## src/rtl/rr_mux_select_arbiter.sv

```systemverilog
// Round-robin, burst-limited arbiter that drives the swapped-bit select of the
// downstream two-level 4:1 mux and a valid/ready handshake toward its consumer.
module rr_mux_select_arbiter #(
    parameter int BURST = 4
) (
    input  logic       clk,
    input  logic       reset,
    input  logic [3:0] req,
    input  logic       out_ready,
    output logic       out_valid,
    output logic [1:0] select,
    output logic [3:0] grant
);

    typedef enum logic [0:0] {
        IDLE  = 1'b0,
        GRANT = 1'b1
    } state_t;

    localparam logic [3:0] LAST_COUNT = 4'(BURST - 1);

    state_t     state_r;
    logic [1:0] owner_r;
    logic [1:0] ptr_r;
    logic [3:0] count_r;

    logic       xfer_s;
    logic       release_s;
    logic [1:0] arb_base_s;
    logic [2:0] arb_s;
    logic       win_found_s;
    logic [1:0] win_idx_s;

    // First set request at or after base, wrapping; {found, index}.
    // Scanned from the farthest offset down so the nearest one is kept.
    function automatic logic [2:0] rr_pick(input logic [3:0] r, input logic [1:0] base);
        logic [2:0] pick;
        logic [1:0] idx;
        pick = 3'b000;
        for (int i = 3; i >= 0; i--) begin
            idx = base + 2'(i);
            if (r[idx]) begin
                pick = {1'b1, idx};
            end
        end
        return pick;
    endfunction

    function automatic logic [3:0] onehot(input logic [1:0] idx);
        return 4'b0001 << idx;
    endfunction

    // The downstream mux wants the pair bit in select[0]: a=00, b=10, c=01, d=11.
    function automatic logic [1:0] mux_code(input logic [1:0] idx);
        return {idx[0], idx[1]};
    endfunction

    // Handshake, release decision and re-arbitration base for this cycle.
    always_comb begin
        out_valid  = 1'b0;
        xfer_s     = 1'b0;
        release_s  = 1'b0;
        arb_base_s = ptr_r;
        if (state_r == GRANT) begin
            out_valid  = req[owner_r];
            xfer_s     = req[owner_r] && out_ready;
            release_s  = !req[owner_r] || (xfer_s && (count_r == LAST_COUNT));
            arb_base_s = owner_r + 2'd1;
        end else begin
            out_valid  = 1'b0;
            xfer_s     = 1'b0;
            release_s  = 1'b0;
            arb_base_s = ptr_r;
        end
        arb_s       = rr_pick(req, arb_base_s);
        win_found_s = arb_s[2];
        win_idx_s   = arb_s[1:0];
    end

    // Arbiter FSM with registered select and grant; a release re-arbitrates
    // in the same edge so ownership passes without a bubble.
    always_ff @(posedge clk or posedge reset) begin
        if (reset) begin
            state_r <= IDLE;
            owner_r <= 2'd0;
            ptr_r   <= 2'd0;
            count_r <= 4'd0;
            select  <= 2'b00;
            grant   <= 4'b0000;
        end else begin
            case (state_r)
                IDLE: begin
                    if (win_found_s) begin
                        state_r <= GRANT;
                        owner_r <= win_idx_s;
                        count_r <= 4'd0;
                        select  <= mux_code(win_idx_s);
                        grant   <= onehot(win_idx_s);
                    end else begin
                        state_r <= IDLE;
                        grant   <= 4'b0000;
                    end
                end
                GRANT: begin
                    if (release_s) begin
                        ptr_r <= owner_r + 2'd1;
                        if (win_found_s) begin
                            state_r <= GRANT;
                            owner_r <= win_idx_s;
                            count_r <= 4'd0;
                            select  <= mux_code(win_idx_s);
                            grant   <= onehot(win_idx_s);
                        end else begin
                            state_r <= IDLE;
                            count_r <= 4'd0;
                            grant   <= 4'b0000;
                        end
                    end else if (xfer_s) begin
                        count_r <= count_r + 4'd1;
                    end else begin
                        count_r <= count_r;
                    end
                end
                default: begin
                    state_r <= IDLE;
                    grant   <= 4'b0000;
                end
            endcase
        end
    end

endmodule

```

## config.mk

```make
export PLATFORM = sky130hd
export DESIGN_NAME = rr_mux_select_arbiter
export DESIGN_NICKNAME = d
export VERILOG_FILES = /design/src/rtl/rr_mux_select_arbiter.sv
export SDC_FILE = /design/constraint.sdc
export NUM_CORES = 1
export LEC_CHECK = 0
export CORE_UTILIZATION = 50
export DETAILED_ROUTE_END_ITERATION = 10
export PLACE_DENSITY = 0.84
export SYNTH_ARGS = -nofsm -noshare
export SYNTH_HDL_FRONTEND = slang
export SYNTH_SLANG_ARGS = --single-unit
```

## constraint.sdc

```tcl
create_clock -name clk -period 2.45 [get_ports clk]
set_clock_uncertainty 0.05 [all_clocks]
set_input_delay 0.245 -clock clk [delete_from_list [all_inputs] [get_ports clk]]
set_output_delay 0.245 -clock clk [all_outputs]
set_load 0.02 [all_outputs]
```

==> metrics.md <==
| Metric | Value |
|---|---|
| Total GRT Usage | `between 20% and 30%` |
| Core area | `roughly 1500 sq um` |
| HPWL after DPL | `between 1 and 1.5 mm` |
| Reg2reg setup slack | `approximately 0.44 ns` |
| Via count | `roughly 740` |
| # Post-CTS Setup Buffers | `0` |
| Status | `complete, no violations` |
| Wirelength, routed | `~1.7 mm` |
| Post-synthesis sequential area ratio | `~40%` |
| Total die area | `1790 sq um` |
| Cell Count Post-Placement | `124` |
| CP Data Required Time | `around 2.2 ns` |
| Synth Warn # | `0` |
| Worst IR drop on VDD | `about 470 uV` |
| EDFF count, synth | `0` |
| Final std cells w/o fill | `between 100 and 150` |
| PnR worst setup slack | `0.146 ns` |
| Worst Path Arrival | `~2.0 ns` |
| CP Class | `in2out` |
| Final ANT Viol Nets | `0` |
| Hold Buf Count CTS | `0` |
| Max Fclk | `around 0.43 GHz` |
| Root Buffer | `clkbuf_4` |
| Post-synth net total | `99` |
| Final Hold Vio Count | `0` |
| Post-synthesis async set-or-reset flop share | `between 90% and 100%` |
| Period utilisation layout | `a little over nine tenths` |
| DRC errors left | `0` |
| HP Class | `in2async` |
| P_sw | `~0.45 mW` |
| Antenna Cells | `0` |
| CTS resizes | `0` |
| Clk Latency, worst-skew pair | `0.28 ns` |
| CTS tree | `done` |
| Area grow syn2layout | `24.8%` |
| Cell-internal power | `roughly 0.66 mW` |
| Clock-pin slew on the worst setup and hold paths | `around 0.070 ns` |
| Combinational share of power | `a little under three fifths` |
| TNS Setup | `0 ns` |
| Ys flop type | `dfrtp_1` |
| Power Density | `1100 nW/um^2` |
| Synth Cell Area | `811 sq um` |
| Cell count after synthesis | `91` |
| Drt pass-1 iters | `4` |
| Pin count of the biggest net entering global routing | `16` |
| Routed vias/inst | `5.80` |
| GRT Residual Overflow | `0` |
| Pleak | `0.459 nW` |
| Synth area leader | `dfrtp_1` |
| Slew @ Worst Pin | `about 0.47 ns` |
| Ratio of cells with drive above 1 in the final layout | `around an eighth` |
| Die Y | `between 40 and 50 um` |
| Slew Limit Fails | `0` |
| Starting Density | `53.8%` |
| Min Tclk post-route | `roughly 2.3 ns` |
| CTS sink cnt | `13` |
| Setup WS pre-CTS | `around 0.15 ns` |
| CP startpoint | `req[2]` |
| # IOs | `14` |
| R2r endpoint | `grant[0]` |
| WL per Instance | `about 13 um` |
| Rel. slew slack | `roughly two thirds` |
| R2R cell count | `6` |
| Net Sw Frac | `40.8%` |
| 1st-iter DRT viols | `23` |
| Placer congestion estimate | `0.897` |
| Netlist cell types | `32` |
| Seq pwr share | `33.1%` |
| H-tree depth | `1` |
| RSZ-0062 raised after global routing | `no` |
| First-pass GRT wire length | `around 2.8 mm` |
| Total Power | `between 1 and 1.5 mW` |
| Vias in the first global route | `between 700 and 800` |
| Mean Syn Cell Area | `a little under 9 sq um` |
| PortBufs | `13` |
| Crit-path max FO | `6` |
| Share of the synthesized area in the top cell type | `between 40% and 50%` |
| Setup crit start kind | `primary input` |
| Die Width | `about 42 um` |
| R2r startpoint | `owner_r[0]` |
| Filler cell count | `about 120` |
| Final #Nets | `~120` |
| Row cnt | `14` |
| TritonCTS Buffers | `3` |
| Register bit total from synthesis | `13` |
| Most frequent cells in the layout | `dfrtp_1, clkdlybuf4s50_1, nand2_1, o21ai_0, inv_1` |
| Clock power frac | `11.5%` |
| Initial antenna violation count | `0` |
| Max_cap viols | `0` |
| Synth top area cells | `dfrtp_1, o21ai_0, nand2_1` |
| Endpoints failing setup | `0` |
| Hold_ws | `roughly 0.22 ns` |
| Crit. End Element | `primary output` |
| Clk buf depth | `2` |
==> metrics by stage <==
| stage | instance area, sq um | util, % |
|---|---|---|
| 2_1_floorplan | 811 | - |
| 3_3_place_gp | 986 | 65.4 |
| 3_5_place_dp | 986 | 65.4 |
| 4_1_cts | 1010 | 67.2 |
| 5_1_grt | 1010 | 67.2 |
| 6_report | 1010 | 67.2 |
==> worst max-delay path, stage by stage <==
cell             delay, ns
clkdlybuf4s50_1       0.49
mux4_2                0.55
and2_4                0.20
clkdlybuf4s50_1       0.53
==> per-layer routing <==
metal,up-vias,routed length (um),GRT usage [%]
li1,368,-,-
met1,349,679,22.9
met2,24,875,36.0
met3,2,102,6.90
met4,0,19,9.38
met5,-,0,0
==> synth_stat cells (2+ instances only) <==
cell type / count
nand2_1: 10
dfrtp_1: 13
nor2b_1: 4
buf_6: 2
nor2_1: 7
mux2i_1: 3
o21ai_0: 10
a21oi_1: 6
nor4_1: 2
inv_1: 8
nand4_1: 2
and2_4: 2
nand2b_1: 2
and2b_1: 2
==> cell type report <==
| class | instances | area [sq um] | share of cell area (%) |
|---|---|---|---|
| multi-input cells | 67 | 428 | 42.3 |
| flip-flops and latches | 13 | 325 | 32.1 |
| repair buffers | 20 | 183 | 18.0 |
| inverters | 8 | 30.0 | 2.97 |
| clock buffers | 4 | 26.3 | 2.60 |
| well taps | 16 | 20.0 | 1.98 |
==> logic make-up (layout without fill, tap and decap cells) <==
logic type                 after synthesis  in the layout  share of synthesized area [%]
xor gates and xnor gates                 1              1                           1.08
AOI/OAI and AO/OA                       23             23                           17.3
muxes                                    4              4                           6.48
DFF                                     13             13                           40.1
and+or+nand+nor                         38             38                           26.4
adders and majority gates                1              1                           1.54
buffers and inverters                   11             32                           7.10
==> state kept, by name (all words and copies together), names as in the netlist <==
register / count
select: 1
count_r: 4
state_r: 1
owner_r: 1
ptr_r: 2
grant: 4
==> worst max-delay path by stage <==
| stage | to |
|---|---|
| after floorplan | grant[2] |
| after global placement | out_valid |
| after detailed placement | out_valid |
| after CTS | out_valid |
| after global routing | out_valid |
| final | out_valid |
==> power by group through the flow <==
stage               Sequential (mW)  Combinational [mW]  Clock, mW
finish                        0.367               0.617      0.128
global placement              0.368               0.600          0
CTS                           0.368               0.621      0.134
floorplan                     0.403               0.393          0
detailed placement            0.373               0.619          0
global route                  0.379               0.673      0.144
(Power assumes the default switching activity.)
